--- config.mk ---
export PLATFORM = sky130hd
export DESIGN_NAME = pong_game_ctrl
export DESIGN_NICKNAME = d
export VERILOG_FILES = /design/src/rtl/pong_game_ctrl_pkg.sv /design/src/rtl/pong_game_ctrl_bcd_score_cnt.sv /design/src/rtl/pong_game_ctrl.sv
export SDC_FILE = /design/constraint.sdc
export NUM_CORES = 1
export LEC_CHECK = 0
export BUFFER_PORTS_ARGS = -buffer_cell sky130_fd_sc_hd__buf_4
export CAP_MARGIN = 20
export CORE_MARGIN = 1
export CORE_UTILIZATION = 50
export CTS_BUF_LIST = sky130_fd_sc_hd__clkbuf_8
export DETAILED_ROUTE_END_ITERATION = 10
export GPL_TIMING_DRIVEN = 0
export PLACE_DENSITY = 0.8
export SYNTH_ARGS = -nofsm -noshare
export SYNTH_HDL_FRONTEND = slang
export SYNTH_SLANG_ARGS = --single-unit
--- constraint.sdc ---
create_clock -name clk -period 2 [get_ports clk]
set_clock_uncertainty 0.2 [all_clocks]
set_input_delay 0.6 -clock clk [delete_from_list [all_inputs] [get_ports clk]]
set_output_delay 0.6 -clock clk [all_outputs]
set_load 0.1 [all_outputs]
--- src/rtl/pong_game_ctrl_pkg.sv ---
// Shared types and constants for the pong game sequencer.
package pong_game_ctrl_pkg;

  typedef enum logic [1:0] {
    ST_NEWGAME = 2'd0,
    ST_PLAY    = 2'd1,
    ST_NEWBALL = 2'd2,
    ST_OVER    = 2'd3
  } state_t;

  localparam logic [1:0] TXT_NONE = 2'b00;
  localparam logic [1:0] TXT_RULE = 2'b01;
  localparam logic [1:0] TXT_OVER = 2'b10;

  localparam int unsigned TIMER_W = 7;
  localparam int unsigned DIGIT_W = 4;
  localparam int unsigned LIVES_W = 2;

endpackage

--- src/rtl/pong_game_ctrl_bcd_score_cnt.sv ---
// Two-digit BCD score counter with synchronous clear and saturating increment.
module bcd_score_cnt
  import pong_game_ctrl_pkg::*;
#(
  parameter int unsigned SCORE_MAX = 99
) (
  input  logic               clk,
  input  logic               reset,
  input  logic               i_clr,
  input  logic               i_inc,
  output logic [DIGIT_W-1:0] o_d1,
  output logic [DIGIT_W-1:0] o_d0
);

  localparam logic [DIGIT_W-1:0] MAX_D1 = DIGIT_W'(SCORE_MAX / 10);
  localparam logic [DIGIT_W-1:0] MAX_D0 = DIGIT_W'(SCORE_MAX % 10);

  logic [DIGIT_W-1:0] r_d1;
  logic [DIGIT_W-1:0] r_d0;
  logic               w_at_max;

  assign w_at_max = (r_d1 == MAX_D1) && (r_d0 == MAX_D0);

  always_ff @(posedge clk or posedge reset) begin
    if (reset) begin
      r_d1 <= '0;
      r_d0 <= '0;
    end else if (i_clr) begin
      r_d1 <= '0;
      r_d0 <= '0;
    end else if (i_inc && !w_at_max) begin
      if (r_d0 == DIGIT_W'(9)) begin
        r_d0 <= '0;
        r_d1 <= r_d1 + DIGIT_W'(1);
      end else begin
        r_d0 <= r_d0 + DIGIT_W'(1);
      end
    end
  end

  assign o_d1 = r_d1;
  assign o_d0 = r_d0;

endmodule

--- src/rtl/pong_game_ctrl.sv ---
// Pong game sequencer: start-button conditioning, game FSM, lives and score tracking.
module pong_game_ctrl
  import pong_game_ctrl_pkg::*;
#(
  parameter int unsigned LIVES     = 3,
  parameter int unsigned SCORE_MAX = 99
) (
  input  logic               clk,
  input  logic               reset,
  input  logic               btn_start,
  input  logic               hit,
  input  logic               miss,
  input  logic               timer_up,
  output logic               timer_start,
  output logic               graph_still,
  output logic [1:0]         text_sel,
  output logic [DIGIT_W-1:0] score_d1,
  output logic [DIGIT_W-1:0] score_d0,
  output logic [LIVES_W-1:0] lives
);

  localparam logic [LIVES_W-1:0] LIVES_INIT = LIVES_W'(LIVES);

  state_t             r_state;
  logic               r_sync0;
  logic               r_sync1;
  logic               r_sync_d;
  logic [LIVES_W-1:0] r_lives;
  logic               r_graph_still;
  logic [1:0]         r_text_sel;

  logic w_start_p;
  logic w_play_miss;
  logic w_score_inc;
  logic w_score_clr;

  // Two-flop synchroniser plus rising-edge detect; a held button serves once.
  always_ff @(posedge clk or posedge reset) begin
    if (reset) begin
      r_sync0  <= 1'b0;
      r_sync1  <= 1'b0;
      r_sync_d <= 1'b0;
    end else begin
      r_sync0  <= btn_start;
      r_sync1  <= r_sync0;
      r_sync_d <= r_sync1;
    end
  end

  assign w_start_p   = r_sync1 & ~r_sync_d;
  assign w_play_miss = (r_state == ST_PLAY) && miss;
  assign w_score_inc = (r_state == ST_PLAY) && hit && !miss;
  assign w_score_clr = (r_state == ST_OVER) && timer_up;

  // Reload pulse shares the edge with the state change, so the pause always starts fresh.
  assign timer_start = w_play_miss;

  always_ff @(posedge clk or posedge reset) begin
    if (reset) begin
      r_state       <= ST_NEWGAME;
      r_lives       <= LIVES_INIT;
      r_graph_still <= 1'b1;
      r_text_sel    <= TXT_RULE;
    end else begin
      case (r_state)
        ST_NEWGAME: begin
          if (w_start_p) begin
            r_state       <= ST_PLAY;
            r_graph_still <= 1'b0;
            r_text_sel    <= TXT_NONE;
          end
        end
        ST_PLAY: begin
          if (miss) begin
            if (r_lives != '0) begin
              r_lives <= r_lives - LIVES_W'(1);
            end
            r_graph_still <= 1'b1;
            if (r_lives <= LIVES_W'(1)) begin
              r_state    <= ST_OVER;
              r_text_sel <= TXT_OVER;
            end else begin
              r_state    <= ST_NEWBALL;
              r_text_sel <= TXT_NONE;
            end
          end
        end
        ST_NEWBALL: begin
          if (timer_up && w_start_p) begin
            r_state       <= ST_PLAY;
            r_graph_still <= 1'b0;
            r_text_sel    <= TXT_NONE;
          end
        end
        ST_OVER: begin
          if (timer_up) begin
            r_state       <= ST_NEWGAME;
            r_lives       <= LIVES_INIT;
            r_graph_still <= 1'b1;
            r_text_sel    <= TXT_RULE;
          end
        end
        default: begin
          r_state       <= ST_NEWGAME;
          r_lives       <= LIVES_INIT;
          r_graph_still <= 1'b1;
          r_text_sel    <= TXT_RULE;
        end
      endcase
    end
  end

  bcd_score_cnt #(
    .SCORE_MAX(SCORE_MAX)
  ) u_score (
    .clk   (clk),
    .reset (reset),
    .i_clr (w_score_clr),
    .i_inc (w_score_inc),
    .o_d1  (score_d1),
    .o_d0  (score_d0)
  );

  assign graph_still = r_graph_still;
  assign text_sel    = r_text_sel;
  assign lives       = r_lives;

endmodule

==> flow_metrics.env <==
export IMPL_route_antenna_remaining_nets=0
export IMPL_reg2reg_to="lives[1]"
export IMPL_ys_async_sr_fraction_pct=100
export IMPL_p_per_area_nw_per_um2=1620
export IMPL_r2r_worst_path_cells=5
export IMPL_drive_gt1_share_pct=43.5
export IMPL_cts_buffer_depth=2
export IMPL_critPathLaunch="r_state[1]"
export IMPL_layout_setup_ws_ps=-1.67
export IMPL_slew_viol_final=0
export IMPL_fin_crit_ps=2000
export IMPL_p_sw_share_pct=49.4
export IMPL_worst_pin_slew_ps=694
export IMPL_syn_num_nets=104
export IMPL_tns_ps=-1.67
export IMPL_finalCritPeriodShare_pct=100
export IMPL_io_buffers=19
export IMPL_grt_max_degree=19
export IMPL_wire_per_inst_um=15.2
export IMPL_num_antenna_cells=0
export IMPL_core_area_um2=1780
export IMPL_crit_end="timer_start"
export IMPL_antenna_found_initial=0
export IMPL_synth_area_leaders="dfrtp_1, dfstp_2, ha_1"
export IMPL_power_internal_mw=1.10
export IMPL_rsz0062_at_grt="yes"
export IMPL_final_hold_violation_count=0
export IMPL_worstPathRequired_ps=1200
export IMPL_first_pass_iters=5
export IMPL_dp_hpwl_mm=1.45
export IMPL_final_nets=137
export IMPL_crit_fanout=4
export IMPL_comb_power_share_pct=58.3
export IMPL_gp_congestion=0.819
export IMPL_synth_ff_type="dfrtp_1"
export IMPL_hold_class="reg -> reg"
export IMPL_fmax_ghz=0.500
export IMPL_clk_pin_slew_ps=70
export IMPL_cts_htree_levels=1
export IMPL_p_clk_share_pct=13.9
export IMPL_drv_cap=0
export IMPL_grt_pass1_wl_mm=3.18
export IMPL_drc=0
export IMPL_die_w_um=46.2
export IMPL_preCtsSetupSlack_ps=-77.7
export IMPL_startpoint_type="flip-flop"
export IMPL_setup_viol=1
export IMPL_vias=834
export IMPL_ir_drop_uv=971
export IMPL_crit_arrival_ps=1200
export IMPL_clk_latency_ps=250
export IMPL_yosys_warnings=0
export IMPL_grt_pass1_vias=706
export IMPL_cts_hold_buf=0
export IMPL_r2r_slack_ps=110
export IMPL_die_h_um=46.2
export IMPL_clock_sinks=18
export IMPL_avgSynthCellArea_um2=10.6
export IMPL_synth_enable_flop_cells=0
export IMPL_cts_tree="done"
export IMPL_p_sw_mw=1.07
export IMPL_routed_wl_mm=2.26
export IMPL_p_leak_nw=0.616
export IMPL_dieArea_um2=2140
export IMPL_synthesis_instances=92
export IMPL_syn_area_um2=978
export IMPL_area_growth_pct=37.1
export IMPL_yosysSeqAreaShare_pct=46.5
export IMPL_track_usage_pct=21.7
export IMPL_cts_root_buf="clkbuf_8"
export IMPL_io_pins=20
export IMPL_hold_ws_ps=162
export IMPL_worst_setup_path_end_kind="output port"
export IMPL_violations="setup timing"
export IMPL_pwr_share_seq_pct=27.8
export IMPL_yosysTopAreaCellShare_pct=35.8
export IMPL_crit_type="reg -> out"
export IMPL_via_per_inst=5.60
export IMPL_cts_inserted_buffers=3
export IMPL_r2r_start="lives[0]"
export IMPL_synth_top_area_cell="dfrtp_1"
export IMPL_initial_core_util_pct=54.9
export IMPL_ys_types=34
export IMPL_overflow=0
export IMPL_dr_first_iter_drc_count=26
export IMPL_relSlewSlack_pct=53.7
export IMPL_status="finished, violations left"
export IMPL_std_cell_rows=15
export IMPL_synth_seq_cells=18
export IMPL_fin_total_pwr_mw=2.17
cell usage in the layout (no fill, tap or decap), types with 2 or more instances in the layout:
master    Yosys  layout
or4_1         2       2
dfstp_2       4       2
nand3_1       5       4
clkbuf_8      0       4
dfstp_4       0       2
nand3b_1      2       2
buf_4         0      25
buf_6         1       3
mux2i_1       4       4
inv_2         0       2
o21ai_0       4       4
dfrtp_1      14       9
a21oi_1       5       5
ha_1          6       5
nor2b_1       2       2
inv_1        11       7
nand2_1       8       8
dfrtp_2       0       5
nand2b_1      3       3
timing repair:
item / CTS / global route
gates resized for setup: 8 / 4
buffers inserted: 3 / 6
endpoints found under the setup margin: 2 / 2
pin swaps: 1 / 1
synthesized netlist by cell type (3+ instances only):
cell      count
dfrtp_1      14
inv_1        11
nand2_1       8
ha_1          6
a21oi_1       5
nand3_1       5
dfstp_2       4
mux2i_1       4
o21ai_0       4
nand2b_1      3
kinds of logic after synthesis:
logic type	after synthesis	share of synthesized area, %
adders and majority gates	6	7.67
and+or+nand+nor	29	19.8
AOI/OAI and AO/OA	21	15.0
muxes	5	5.24
DFF	18	46.5
buffers and inverters	13	5.75
critical path, cell delays in order (launching register included):
cell	delay [ps]
dfrtp_1	380
buf_6	130
inv_4	60
nand3_4	90
clkinvlp_4	120
buf_12	180
power by group through the flow:
stage / Combinational (mW) / Clock, mW / Sequential (mW)
final: 1.26 / 0.303 / 0.603
after global routing: 1.33 / 0.318 / 0.617
after CTS: 1.15 / 0.307 / 0.598
after detailed placement: 1.06 / 0 / 0.609
after global placement: 1.05 / 0 / 0.600
after floorplan: 0.376 / 0 / 1.09
how the worst min path moves through the flow:
stage | from | to | slack (ps) | cells past startpoint
5_1_grt | r_sync0 | r_sync1 | 170 | 0
3_5_place_dp | r_sync0 | r_sync1 | 140 | 0
4_1_cts | r_sync0 | r_sync1 | 160 | 0
3_3_place_gp | r_sync0 | r_sync1 | 130 | 0
6_report | r_sync0 | r_sync1 | 160 | 0
2_1_floorplan | r_sync0 | r_sync1 | 130 | 0
metrics by stage:
| step | std cells | utilization, % | cell area [µm²] |
|---|---|---|---|
| floorplan | 92 | - | 1000 |
| global placement | 136 | 65.8 | 1170 |
| detailed placement | 136 | 65.8 | 1170 |
| CTS | 143 | 71.9 | 1280 |
| global route | 149 | 75.2 | 1340 |
| finish | 149 | 75.2 | 1340 |
routing by layer:
layer	up-vias	wire, µm	share of wire [%]	global-route usage, %
li1	397	-	-	-
met1	396	1010	45	28.9
met2	33	1090	48	33.0
met3	8	102	4.5	3.92
met4	0	59	2.6	12.4
met5	-	0	0	0
flip-flops by register name, summed over array words and instances (netlist names):
register      flops
r_state           2
lives             2
graph_still       1
r_sync_d          1
r_sync0           1
u_score.o_d1      4
text_sel          2
u_score.o_d0      4
r_sync1           1
area by class of cell:
class                           instances  area (µm²)
Inverter                               11        47.5
Buffer                                  2        26.3
Multi-Input combinational cell         61         482
Sequential cell                        18         469
Clock buffer                            4        55.1
Fill cell                             131         442
Tap cell                               25        31.3
Timing Repair Buffer                   28         230
(Power assumes the default switching activity.)
